## src/rtl/vm_pkg.sv

```systemverilog
// Shared types and constants for the vending-machine store access path.
package vm_pkg;

  localparam int NUM_PRODUCTS = 5;
  localparam int MAX_STOCK    = 15;

  typedef enum logic [1:0] {
    SM_BUY    = 2'b00,
    SM_CHARGE = 2'b01,
    SM_PRICE  = 2'b10
  } storeMode_t;

  typedef enum logic [1:0] {
    LOG_BUY    = 2'b01,
    LOG_CHARGE = 2'b10,
    LOG_PRICE  = 2'b11
  } logOp_t;

  typedef enum logic [2:0] {
    ST_IDLE,
    ST_LATCH,
    ST_CHECK,
    ST_STORE,
    ST_LOG,
    ST_DONE
  } arbState_t;

endpackage

```

## src/rtl/store_access_arbiter_rr_pick3.sv

```systemverilog
// Combinational three-way round-robin pick: first set request at or after pointer.
module rr_pick3 (
  input  logic [2:0] req,
  input  logic [1:0] pointer,
  output logic [2:0] grant,
  output logic [1:0] index
);

  logic [1:0] slot0, slot1, slot2;

  always_comb begin
    case (pointer)
      2'd1:    begin slot0 = 2'd1; slot1 = 2'd2; slot2 = 2'd0; end
      2'd2:    begin slot0 = 2'd2; slot1 = 2'd0; slot2 = 2'd1; end
      default: begin slot0 = 2'd0; slot1 = 2'd1; slot2 = 2'd2; end
    endcase
  end

  // Lowest-priority slot is evaluated first so the pointer slot overrides it.
  always_comb begin
    grant = 3'b000;
    index = 2'd0;
    if (req[slot2]) begin
      grant        = 3'b000;
      grant[slot2] = 1'b1;
      index        = slot2;
    end
    if (req[slot1]) begin
      grant        = 3'b000;
      grant[slot1] = 1'b1;
      index        = slot1;
    end
    if (req[slot0]) begin
      grant        = 3'b000;
      grant[slot0] = 1'b1;
      index        = slot0;
    end
  end

endmodule

```

## src/rtl/store_access_arbiter.sv

```systemverilog
// Round-robin arbiter that validates and sequences one store command and one
// log record per granted request, then returns a done/status pulse.
module store_access_arbiter #(
  parameter int NUM_PRODUCTS = vm_pkg::NUM_PRODUCTS,
  parameter int MAX_STOCK    = vm_pkg::MAX_STOCK,
  parameter int TIMEOUT      = 15
) (
  input  logic        clock,
  input  logic        reset_n,
  input  logic [2:0]  req,
  input  logic [8:0]  req_code,
  input  logic [11:0] req_arg,
  output logic [2:0]  gnt,
  output logic [2:0]  done,
  output logic        status,
  input  logic [3:0]  stock_level,
  output logic        store_valid,
  input  logic        store_ready,
  output logic [1:0]  store_mode,
  output logic [2:0]  store_code,
  output logic [3:0]  store_count,
  output logic [3:0]  store_price,
  output logic        log_valid,
  input  logic        log_ready,
  output logic [1:0]  log_op,
  output logic        log_status,
  output logic [2:0]  log_code,
  output logic [3:0]  log_arg
);

  import vm_pkg::*;

  arbState_t  state, stateNext;
  logic [1:0] rrPtr;
  logic [2:0] gntReg;
  logic [1:0] idxReg;
  logic [2:0] codeReg;
  logic [3:0] argReg;
  logic       statusReg, statusNext;
  logic [3:0] toCnt;
  logic [2:0] pickGrant;
  logic [1:0] pickIndex;
  logic       codeOk, accept, timeoutHit;
  logic [4:0] chargeSum;
  storeMode_t modeSel;
  logOp_t     opSel;

  rr_pick3 uPick (
    .req     (req),
    .pointer (rrPtr),
    .grant   (pickGrant),
    .index   (pickIndex)
  );

  assign codeOk     = int'(codeReg) < NUM_PRODUCTS;
  assign chargeSum  = {1'b0, stock_level} + {1'b0, argReg};
  assign timeoutHit = (toCnt == 4'(TIMEOUT - 1));

  always_comb begin
    case (idxReg)
      2'd0:    accept = codeOk && (stock_level != 4'd0);
      2'd1:    accept = codeOk && (int'(chargeSum) <= MAX_STOCK);
      default: accept = codeOk;
    endcase
  end

  always_comb begin
    case (idxReg)
      2'd1:    begin modeSel = SM_CHARGE; opSel = LOG_CHARGE; end
      2'd2:    begin modeSel = SM_PRICE;  opSel = LOG_PRICE;  end
      default: begin modeSel = SM_BUY;    opSel = LOG_BUY;    end
    endcase
  end

  // Control state; the counter restarts whenever the state changes.
  always_ff @(posedge clock or negedge reset_n) begin
    if (!reset_n) begin
      state     <= ST_IDLE;
      rrPtr     <= 2'd0;
      gntReg    <= 3'b000;
      idxReg    <= 2'd0;
      statusReg <= 1'b0;
      toCnt     <= 4'd0;
    end else begin
      state     <= stateNext;
      statusReg <= statusNext;
      toCnt     <= (stateNext != state) ? 4'd0 : toCnt + 4'd1;
      if (state == ST_IDLE && |req) begin
        gntReg <= pickGrant;
        idxReg <= pickIndex;
      end
      if (state == ST_DONE)
        rrPtr <= (idxReg == 2'd2) ? 2'd0 : idxReg + 2'd1;
    end
  end

  // Request fields are captured with the grant; outputs gate them by state.
  always_ff @(posedge clock) begin
    if (state == ST_IDLE && |req) begin
      case (pickIndex)
        2'd1:    begin codeReg <= req_code[5:3]; argReg <= req_arg[7:4];  end
        2'd2:    begin codeReg <= req_code[8:6]; argReg <= req_arg[11:8]; end
        default: begin codeReg <= req_code[2:0]; argReg <= req_arg[3:0];  end
      endcase
    end
  end

  always_comb begin
    stateNext   = state;
    statusNext  = statusReg;
    gnt         = (state == ST_IDLE) ? 3'b000 : gntReg;
    done        = 3'b000;
    status      = 1'b0;
    store_valid = 1'b0;
    store_mode  = 2'b00;
    store_code  = 3'd0;
    store_count = 4'd0;
    store_price = 4'd0;
    log_valid   = 1'b0;
    log_op      = 2'b00;
    log_status  = 1'b0;
    log_code    = 3'd0;
    log_arg     = 4'd0;
    case (state)
      ST_IDLE: begin
        if (|req) stateNext = ST_LATCH;
      end
      ST_LATCH: begin
        store_code = codeReg;
        stateNext  = ST_CHECK;
      end
      ST_CHECK: begin
        store_code = codeReg;
        if (accept) begin
          stateNext = ST_STORE;
        end else begin
          statusNext = 1'b0;
          stateNext  = ST_LOG;
        end
      end
      ST_STORE: begin
        store_valid = 1'b1;
        store_mode  = modeSel;
        store_code  = codeReg;
        store_count = (idxReg == 2'd1) ? argReg : 4'd0;
        store_price = (idxReg == 2'd2) ? argReg : 4'd0;
        if (store_ready) begin
          statusNext = 1'b1;
          stateNext  = ST_LOG;
        end else if (timeoutHit) begin
          statusNext = 1'b0;
          stateNext  = ST_LOG;
        end
      end
      ST_LOG: begin
        log_valid  = 1'b1;
        log_op     = opSel;
        log_status = statusReg;
        log_code   = codeReg;
        log_arg    = argReg;
        if (log_ready || timeoutHit) stateNext = ST_DONE;
      end
      ST_DONE: begin
        done      = gntReg;
        status    = statusReg;
        stateNext = ST_IDLE;
      end
      default: stateNext = ST_IDLE;
    endcase
  end

endmodule

```

## config.mk

```make
export PLATFORM = sky130hd
export DESIGN_NAME = store_access_arbiter
export DESIGN_NICKNAME = d
export VERILOG_FILES = /design/src/rtl/vm_pkg.sv /design/src/rtl/store_access_arbiter_rr_pick3.sv /design/src/rtl/store_access_arbiter.sv
export SDC_FILE = /design/constraint.sdc
export NUM_CORES = 1
export LEC_CHECK = 0
export CAP_MARGIN = 20
export CORE_UTILIZATION = 49
export CTS_BUF_LIST = sky130_fd_sc_hd__clkbuf_8
export DETAILED_ROUTE_END_ITERATION = 16
export PLACE_DENSITY_LB_ADDON = 0.08
export SLEW_MARGIN = 20
export SYNTH_ARGS = -nofsm -noshare
export SYNTH_HDL_FRONTEND = slang
export SYNTH_SLANG_ARGS = --single-unit
```

## constraint.sdc

```tcl
create_clock -name clock -period 3.95 [get_ports clock]
set_input_delay 0.5925 -clock clock [delete_from_list [all_inputs] [get_ports clock]]
set_output_delay 0.5925 -clock clock [all_outputs]
set_load 0.05 [all_outputs]
```

-- Yosys cells after proc, flatten, opt, wreduce, memory -nomap -nowiden
Index checks and enable logic that the tools add are counted.
- add/sub/neg operators: 3
- magnitude comparators: 8
- equality and inequality tests: 15
- mux-type cells: 53
- reduce and logical (&&, ||, !) cells: 14
- operators by type and width (cell ; number):
    $mux 3 ; 12
    $mux 4 ; 6
    $pmux 2 s2 ; 5
    $pmux 3 s5 ; 1
    $mux 1 ; 13
    $mux 2 ; 6
    $lt 2x3->1 const B ; 3
    $pmux 4 s2 ; 1
    $bmux 1 s2 ; 3
    $demux 1 s2 ; 3
    $eq 2x1->1 const B ; 3
    $eq 2x2->1 const B ; 3
    $eq 3x2->1 const B ; 2
    $eq 3x3->1 const B ; 2
    $ge 2x1->1 const B ; 3
    $logic_and 1x1->1 ; 6
    $pmux 3 s2 ; 1
    $reduce_or 3->1 ; 2
    $add 4x4->5 ; 1
    $le 5x4->1 const B ; 1
    $add 4x1->4 const B ; 1
    $eq 4x4->1 const B ; 1
    $pmux 1 s2 ; 2
    $reduce_bool 4->1 ; 1
    other kinds (11) ; 11
- bits in registers: 22
- bits of input ports: 32
- logic and storage cells: 101

-- Depth between registers and ports, before layout
- depth in word-level cells: 9
- gate-level depth with buffers: 10
- depth with buffers taken out: 9

-- Hierarchy
From an unflattened synthesis, not the netlist that was laid out.
- cells, all modules: 177
- area total of the unflattened synthesis: 1707.9 µm²
- modules (own cells, without submodules) (module ; instances ; cells each ; area each (µm²) ; sequential area each (µm²)):
    store_access_arbiter ; 1 ; 144 ; 1453.9 ; 585.6
    rr_pick3 ; 1 ; 33 ; 254.0 ; 0.0

-- Worst setup path before layout
Ideal clock, no wire load.
- path type: flip-flop to output port
- start point: reg state[2]
- end point: out store_count[0]
- arrival time: 1790 ps
- required time: 3357 ps
- path slack: 1568 ps
- cell stages (with the launch flop): 5
- path buffers: 0
- cells stage by stage: dfrtp_1 and2b_1 inv_1 nor2_2 and3_1
- word-level cells in the longest chain between the ends: 2
- RTL lines (item ; line ; text):
    start, declared ; store_access_arbiter.sv:33 ; arbState_t state, stateNext;
    start signal, assigned ; store_access_arbiter.sv:85 ; state <= stateNext;
    $eq 3x2->1 ; store_access_arbiter.sv:124 ; case (state)
    $mux 4 ; store_access_arbiter.sv:124 ;
    end, declared ; store_access_arbiter.sv:21 ; output logic [3:0] store_count,
Every way passes these cells.

-- Worst setup path after layout
- start point: reg state[2]
- end point: out status
- word-level cells in the longest chain between the ends: 2
- RTL lines (item ; line ; text):
    $eq 3x3->1 ; store_access_arbiter.sv:124 ;
    $mux 1 ; store_access_arbiter.sv:124 ;
    end, declared ; store_access_arbiter.sv:15 ; output logic status,
Every way passes these cells.

==> run_results.csv <==
group,metric,value,unit
clock_tree,cts_buffers,3,
timing,max_freq,0.305,GHz
timing,final-setup-viol-count,0,
power_and_ir_drop,vdd_drop_max,0.347,mV
timing,timing.final.crit_share,83.0,%
worst_setup_path,rrSetupSlack,1.46,ns
routing,first_iter_violations,62,
synth,synth-async-reset-ratio,68.2,%
power_and_ir_drop,combPwrFrac,64.6,%
routing,vias_per_cell,5.29,
worst_setup_path,reg2reg_to,"argReg[1]$_DFFE_PP_",
timing,timing.slew.headroom,41.7,%
die,die-width,61.4,um
power_and_ir_drop,switchingPower,0.856,mW
global_routing,grt_use_total,22.0,%
synth,yosys_warnings,0,
worst_setup_path,startpoint_type,"flop",
die,dieArea,3770,um^2
clock_tree,cts_tree,"yes",
worst_setup_path,cp.arrival,2.69,ns
placement,dpl_cell_area,2380,um^2
power_and_ir_drop,switching_share,50.8,%
cells_and_area,final_area,2420,um^2
synth,postSynthCellCount,193,
die,start_util,51.4,%
cells_and_area,layout.cells.non_filler,299,
outcome,status,"finished clean",
clock_tree,clk_pin_slew,0.08,ns
die,core-area,3360,um^2
clock_tree,cts_setup_buffers,0,
placement,io_buffers,63,
global_routing,antenna_found_initial,0,
global_routing,grt_max_degree,16,
worst_setup_path,setup.worst_path.end_class,"output pin",
job,max-cap-violations,0,
synth,synth_edf_count,7,
synth,synth_fp_nets,241,
routing,dr.pass1.iters,4,
synth,yosysMostFrequentCell,"nand2_1",
worst_setup_path,r2r_cells,9,
clock_tree,cts.path.max_buffers,2,
timing,period_minus_slack,3.28,ns
routing,drcViolationCount,0,
routing,wl_per_cell,13.1,um
power_and_ir_drop,pwr-share-seq,27.0,%
power_and_ir_drop,p_int,0.829,mW
min_path,hp-class,"flop to flop",
synth,synth_seq_cells,22,
clock_tree,cts-hold-fix-buffers,0,
timing,finClkSkew,0.00459,ns
synth,syn-mean-instance-area,8.96,um^2
die,num_io_pins,64,
synth,synth_seq_area_share,33.9,%
clock_tree,cts.sinks,22,
die,die_h,61.4,um
power_and_ir_drop,total_leakage_power,1.04,nW
routing,wirelength,3.90,mm
synth,synthTopCellsByCount,"nand2_1 (19), inv_1 (16), dfrtp_1 (15), ha_1 (15), and3_1 (14)",
power_and_ir_drop,clkPwrFrac,8.4,%
placement,dp_cells,295,
clock_tree,clockRootBuffer,"clkbuf_8",
placement,dp_hpwl,3.14,mm
synth,syn-cell-area,1730,um^2
synth,synth.distinct_cells,48,
worst_setup_path,path_max_fanout,14,
min_path,worstHoldStart,"toCnt[0]$_DFF_PN0_",
timing,rsz0062_at_grt,"false",
die,std_cell_rows,21,
power_and_ir_drop,power.density,696,nW/um^2
cells_and_area,fin_nets,302,
worst_setup_path,cp.required,3.36,ns
placement,place.gp.congestion,0.808,
global_routing,first_global_vias,1367,
synth,synth_top_area_share,21.7,%
cells_and_area,area_growth,40.1,%
clock_tree,htreeDepth,1,
synth,synth_flop_cell,"dfrtp_1",
global_routing,grt_pass1_wl,6.02,mm
synth,synth_largest_area_cell,"dfrtp_1",
min_path,hold_path_depth,1,
worst_setup_path,critical_path_class,"flop to output pin",
timing,hold_viol,0,
clock_tree,clk_latency,0.27,ns
timing,fin_setup_tns,0,ns
global_routing,gr-total-overflow,0,
worst_setup_path,r2r_start,"rrPtr[0]$_DFFE_PN0N_",
timing,drv_slew,0,
synth,synth_area_leaders,"dfrtp_1 (22%), edfxtp_1 (12%), ha_1 (11%)",
routing,drtAntennaViolNets,0,
clock_tree,cts_resized,0,
cells_and_area,drive_gt1_share,6.72,%
timing,worst_pin_slew,0.872,ns
min_path,whs_endpoint,"toCnt[0]$_DFF_PN0_",
cells_and_area,antenna_cells,0,
routing,via_count,1582,
-- state kept, by name, indices dropped and copies added, names as in the netlist --
name       cells
rrPtr          2
codeReg        3
gntReg         3
idxReg         2
toCnt          4
state          3
argReg         4
statusReg      1
-- area by class of cell --
| type | instances | area (um^2) |
|---|---|---|
| clock buffer | 3 | 41.3 |
| inverter | 18 | 67.6 |
| sequential | 22 | 586 |
| timing repair buffer | 63 | 631 |
| multi-input combinational | 146 | 1040 |
| clock inverter | 1 | 3.75 |
| tap | 46 | 57.6 |
| fill | 283 | 941 |
-- power groups by stage --
stage / clock network, mW / registers, mW / logic (mW)
global placement: 0 / 0.452 / 1.07
finish: 0.141 / 0.454 / 1.09
floorplan: 0 / 0.421 / 0.831
detailed placement: 0 / 0.456 / 1.09
CTS: 0.146 / 0.453 / 1.09
global route: 0.156 / 0.469 / 1.20
-- per-layer routing --
metal	vias up	part of all wire, %	routed length, um	track usage (%)
li1	806	-	-	-
met1	720	44	1730	29.5
met2	49	50	1950	36.0
met3	7	3.8	149	3.36
met4	0	1.8	69	8.57
met5	-	0	0	0
-- stage by stage --
stage	hold WS, ns	setup WS, ns	utilization (%)	power, mW
floorplan	0.297	1.57	-	1.25
global placement	0.474	1.11	70.7	1.52
detailed placement	0.477	1.00	70.7	1.55
CTS	0.488	0.682	72.0	1.69
global route	0.527	0.537	72.0	1.83
finish	0.484	0.671	72.0	1.68
-- worst max-delay path, stage by stage (launching register included) --
cell             delay, ns
dfrtp_1               0.62
nor3b_1               0.77
and2_1                0.23
clkdlybuf4s50_1       0.80
-- layout by cell type, fill, tap and decap left out, types with 11 or more instances in the layout --
master and count:
and2_1 11, inv_1 16, ha_1 15, clkdlybuf4s50_1 63, nand2_1 19, dfrtp_1 15
and3_1 14, o21ai_0 12
-- how the worst max path moves through the flow --
stage | startpoint | end | slack [ns] | cells past startpoint
global route | state[2]$_DFF_PN0_ | status | 0.54 | 3
detailed placement | state[2]$_DFF_PN0_ | status | 1.00 | 3
CTS | state[2]$_DFF_PN0_ | status | 0.68 | 3
floorplan | state[2]$_DFF_PN0_ | store_count[0] | 1.57 | 4
finish | state[2]$_DFF_PN0_ | status | 0.67 | 3
global placement | state[2]$_DFF_PN0_ | status | 1.11 | 3
-- logic make-up after synthesis --
| logic type | synth area share [%] |
|---|---|
| fa+ha+maj | 12.0 |
| simple gates | 24.5 |
| xor+xnor | 1.01 |
| buf+inv | 6.22 |
| compound gates | 22.4 |
| flops | 33.9 |
Note: power is estimated with default switching activity, not from simulation.
